<file path="src/rtl/shift_issue_queue.sv">
// shift_issue_queue: decodes MIPS R-type shifts into barrel-shifter controls
// and buffers them in a two-entry registered skid queue.
module shift_issue_queue #(
  parameter int CNT_W = 16
) (
  input  logic             clk,
  input  logic             rst,
  input  logic             in_valid,
  output logic             in_ready,
  input  logic [5:0]       in_funct,
  input  logic [31:0]      in_rs,
  input  logic [31:0]      in_rt,
  input  logic [4:0]       in_shamt,
  input  logic [4:0]       in_rd,
  input  logic             flush,
  output logic             out_valid,
  input  logic             out_ready,
  output logic [31:0]      sh_d,
  output logic [4:0]       sh_sa,
  output logic             sh_right,
  output logic             sh_arith,
  output logic [4:0]       out_rd,
  output logic             ill_op,
  output logic [5:0]       ill_funct,
  output logic [CNT_W-1:0] issue_cnt
);

  typedef struct packed {
    logic [31:0] d;
    logic [4:0]  sa;
    logic        right;
    logic        arith;
    logic [4:0]  rd;
  } ent_t;

  ent_t       q [2];
  ent_t       new_e;
  ent_t       head_e;
  logic       head;
  logic       tail;
  logic [1:0] count;
  logic       legal;
  logic       accept;
  logic       push;
  logic       pop;
  logic       ill;
  logic       unused_rs;

  always_comb begin
    legal = 1'b0;
    case (in_funct)
      6'b000000,
      6'b000010,
      6'b000011,
      6'b000100,
      6'b000110,
      6'b000111: legal = 1'b1;
      default:   legal = 1'b0;
    endcase
  end

  assign in_ready  = (count != 2'd2);
  assign out_valid = (count != 2'd0);
  assign accept    = in_valid & in_ready & ~flush;
  assign push      = accept & legal;
  assign ill       = accept & ~legal;
  assign pop       = out_valid & out_ready & ~flush;

  // funct[2] selects the variable (register) shift amount
  always_comb begin
    new_e.d     = in_rt;
    new_e.sa    = in_funct[2] ? in_rs[4:0] : in_shamt;
    new_e.right = in_funct[1];
    new_e.arith = in_funct[0];
    new_e.rd    = in_rd;
  end

  assign unused_rs = ^in_rs[31:5];

  assign head_e   = q[head];
  assign sh_d     = head_e.d;
  assign sh_sa    = head_e.sa;
  assign sh_right = head_e.right;
  assign sh_arith = head_e.arith;
  assign out_rd   = head_e.rd;

  always_ff @(posedge clk or posedge rst) begin
    if (rst) begin
      q[0]      <= '0;
      q[1]      <= '0;
      head      <= 1'b0;
      tail      <= 1'b0;
      count     <= 2'd0;
      ill_op    <= 1'b0;
      ill_funct <= 6'd0;
      issue_cnt <= '0;
    end else begin
      ill_op <= ill;
      if (ill) ill_funct <= in_funct;
      if (pop && issue_cnt != '1)
        issue_cnt <= issue_cnt + CNT_W'(1);
      if (flush) begin
        head  <= 1'b0;
        tail  <= 1'b0;
        count <= 2'd0;
      end else begin
        if (push) begin
          q[tail] <= new_e;
          tail    <= ~tail;
        end
        if (pop) head <= ~head;
        unique case ({push, pop})
          2'b10:   count <= count + 2'd1;
          2'b01:   count <= count - 2'd1;
          default: count <= count;
        endcase
      end
    end
  end

endmodule

</file>
<file path="config.mk">
export PLATFORM = sky130hd
export DESIGN_NAME = shift_issue_queue
export DESIGN_NICKNAME = d
export VERILOG_FILES = /design/src/rtl/shift_issue_queue.sv
export SDC_FILE = /design/constraint.sdc
export NUM_CORES = 1
export LEC_CHECK = 0
export ABC_AREA = 1
export BUFFER_PORTS_ARGS = -buffer_cell sky130_fd_sc_hd__buf_2
export CAP_MARGIN = 15
export CELL_PAD_IN_SITES_DETAIL_PLACEMENT = 0
export CELL_PAD_IN_SITES_GLOBAL_PLACEMENT = 1
export CORE_ASPECT_RATIO = 0.5
export CORE_MARGIN = 3
export CORE_UTILIZATION = 42
export CTS_BUF_LIST = sky130_fd_sc_hd__clkbuf_4 sky130_fd_sc_hd__clkbuf_8
export CTS_CLUSTER_DIAMETER = 40
export DETAILED_ROUTE_END_ITERATION = 8
export PLACE_DENSITY_LB_ADDON = 0.1
export SKIP_CTS_REPAIR_TIMING = 1
export SYNTH_ARGS = -nofsm -noshare
export SYNTH_HDL_FRONTEND = slang
export SYNTH_SLANG_ARGS = --single-unit
</file>
<file path="constraint.sdc">
create_clock -name clk -period 7.8 [get_ports clk]
set_input_delay 0.39 -clock clk [delete_from_list [all_inputs] [get_ports clk]]
set_output_delay 0.39 -clock clk [all_outputs]
set_load 0.1 [all_outputs]
</file>
==> results by group <==
Setup path
  – Crit path arrival time: 2.21 ns
  – Critical path's slowest cell: buf_4
  – CP Cell Sequence: buf_4 -> nand2_1 -> o21ai_0 -> buf_2
  – FF-to-FF setup slack: 5.58 ns
  – Worst Setup End Kind: output port
  – Cell family with most CP delay: buffers and inverters
  – CP startpoint: head
  – Startpoint types: flop
  – Worst Path Required: 7.41 ns
  – Buf/Inv on CP: 2
  – Reg2reg start: count[1]
  – CP max FO: 88
  – Max stage delay on crit path: 0.62 ns
  – Critical path type: flop to output port

Cells and area
  – FF/Latch Area: 2880 µm²
  – Antenna Cells: 0
  – Filler cell count: 1245
  – Most common cell after layout, fill and taps aside: nand2_1
  – Synthesis-to-layout area growth: 19.7%
  – Most frequent cells in the layout: nand2_1 (267), buf_2 (126), o21ai_0 (122)
  – Fin nets: 890
  – Multi-input logic area: 2110 µm²
  – Share of layout cells above drive strength 1: 21.7%

Clock network
  – Clk buf depth: 2
  – Root Buffer: clkbuf_8
  – CTS Buf Count: 17
  – Clock Sinks: 115
  – TritonCTS clock tree: built
  – CTS clk-pin slew, worst paths: 0.07 ns
  – Worst skew pair latency: 0.42 ns
  – H-Tree Depth: 4

Die
  – Initial Util: 44.5%
  – Die area: 14500 µm²
  – Die Y: 86.5 µm
  – Row cnt: 28
  – Die Width: 167 µm
  – # IOs: 154
  – CORE AREA: 12200 µm²

Pwr
  – Design internal power: 1.26 mW
  – Comb power frac: 55.2%
  – Flop pwr share: 26.7%
  – Psw: 1.76 mW
  – P_leak: 3.43 nW
  – Max IR drop VDD: 0.265 mV
  – PwrDens: 464 nW/µm²
  – Sw frac: 58.3%
  – Clk pwr share: 18.1%

Global route
  – Vias in the first global route: 4490
  – Initial antenna violation count: 2
  – First-pass GRT wire length: 21.9 mm
  – Overflow left after global routing: 0
  – Largest net degree at the start of global routing: 89
  – Global Route Usage Sum: 19.0%

Logic synthesis
  – Yosys top cell area share: 52.8%
  – Top cells by area, synth: dfrtp_1 (53%), nand2_1 (18%), o21ai_0 (11%), inv_1 (4.6%), o21ai_1 (1.9%)
  – Post-synthesis mux area share: 1.03%
  – Syn Area/Cell: 7.90 µm²
  – Area of the mapped netlist: 5450 µm²
  – Syn_nets: 775
  – Synth warn: 0
  – Sequential area share after synthesis: 52.8%
  – Synthesized-area fraction occupied by adder cells: 0.230%
  – Area leader, netlist: dfrtp_1
  – XOR/XNOR Fraction of Synth Area: 1.45%
  – Synth cell types: 22
  – Synth Area in Compound Gates: 13.3%
  – Largest family of logic cells by synthesized area: simple AND/OR/NAND/NOR gates
  – Synth Area in Simple Gates: 22.8%
  – Post-synthesis register bit count: 115
  – Synth Instances: 689

STA
  – Period utilization: 33.4%
  – Crit path time final: 2.60 ns
  – Hold slack final: 0.105 ns
  – Final TNS setup: 0 ns
  – Relative slew slack: 44.5%
  – Clock Skew: 0.00997 ns
  – Final setup fails: 0
  – Max-slew violations: 0
  – Fmax: 384 MHz
  – Final hold violation count: 0
  – Measured slew at the worst slew-check pin: 0.833 ns
  – Unrepaired setup endpoints after global routing: false

Drt
  – Wire length per cell: 13.1 µm
  – Detail Route Antenna Nets: 0
  – Via density: 4.75
  – DR DRC count: 0
  – Final wirelength: 12.9 mm
  – Pre-antenna DRT Iters: 5
  – Vias: 4666
  – Iter 0 DRT Violations: 301

Job
  – Max cap viols: 0

Run status
  – Outcome: completed

Worst hold path
  – Hold Path Class: primary input to asynchronous set/reset pin

Placed design
  – I/O Buffers: 126
  – Post-DP HPWL: 8.10 mm
  – Final Wtd Congestion: 0.745
-- metal layers --
layer	global-route usage [%]	part of all wire, %	vias to the layer above
met2	31.6	46	93
met4	5.84	0.98	4
met3	5.33	5.1	15
met1	24.6	47	2157
li1	-	-	2397
met5	0	0.26	-
-- through the flow --
step	worst slack, ns	area (µm²)	power, mW	utilization [%]	cells
detailed placement	5.34	6120	2.50	50.1	950
finish	5.20	6520	3.02	53.3	982
global route	5.02	6520	3.18	53.3	982
CTS	5.14	6520	3.05	53.3	982
global placement	5.43	6120	2.49	50.1	950
floorplan	4.37	5450	2.23	-	689
-- Yosys cell counts --
| library cell | n |
|---|---|
| nor2_8 | 1 |
| mux2_2 | 5 |
| inv_1 | 67 |
| nor2_4 | 2 |
| buf_4 | 3 |
| ha_1 | 1 |
| o21ai_0 | 122 |
| nand2_2 | 2 |
| buf_6 | 7 |
| nand4_1 | 7 |
| nor2_1 | 22 |
| nand2_1 | 267 |
| nand3_1 | 9 |
| xor2_1 | 9 |
| dfrtp_1 | 115 |
| inv_2 | 1 |
| o21a_1 | 1 |
| clkbuf_1 | 20 |
| buf_2 | 5 |
| nor3_1 | 1 |
| o21ai_1 | 21 |
| nor2_2 | 1 |
-- layout make-up --
type / count / area share (%)
Tap cell: 165 / 3.17
Sequential cell: 115 / 44.2
Clock inverter: 13 / 2.07
Clock buffer: 19 / 4.01
Multi-Input combinational cell: 471 / 32.4
Inverter: 68 / 3.95
Timing Repair Buffer: 131 / 10.2
-- flip-flops by register name, indices dropped and copies added, names as in the netlist --
signal and cells:
ill_op 1, tail 1, count 2, head 1, q 88, ill_funct 6, issue_cnt 16
-- power groups by stage --
stage	registers [mW]	clock network, mW	logic (mW)
final	0.806	0.549	1.67
after floorplan	1.02	0	1.21
after detailed placement	0.818	0	1.68
after CTS	0.807	0.564	1.68
after global placement	0.814	0	1.67
after global routing	0.825	0.601	1.75
-- kinds of logic (layout without fill, tap and decap cells) --
group                    after synthesis  in the layout
adder cells (fa/ha/maj)                1              1
multiplexers                           5              5
buffers and inverters                103            231
XOR/XNOR                               9              9
AND/OR/NAND/NOR                      312            312
flip-flops                           115            115
AO/OA/AOI/OAI                        144            144
-- worst paths after layout --
check	endpoint	depth (start not counted)
max	sh_right	4
min	q[45]	2
max reg2reg	q[72]	8
min reg2reg	ill_funct[4]	2
max in group asynchronous	q[9]	3
min in group clk	head	2
Note: power is estimated with default switching activity, not from simulation.
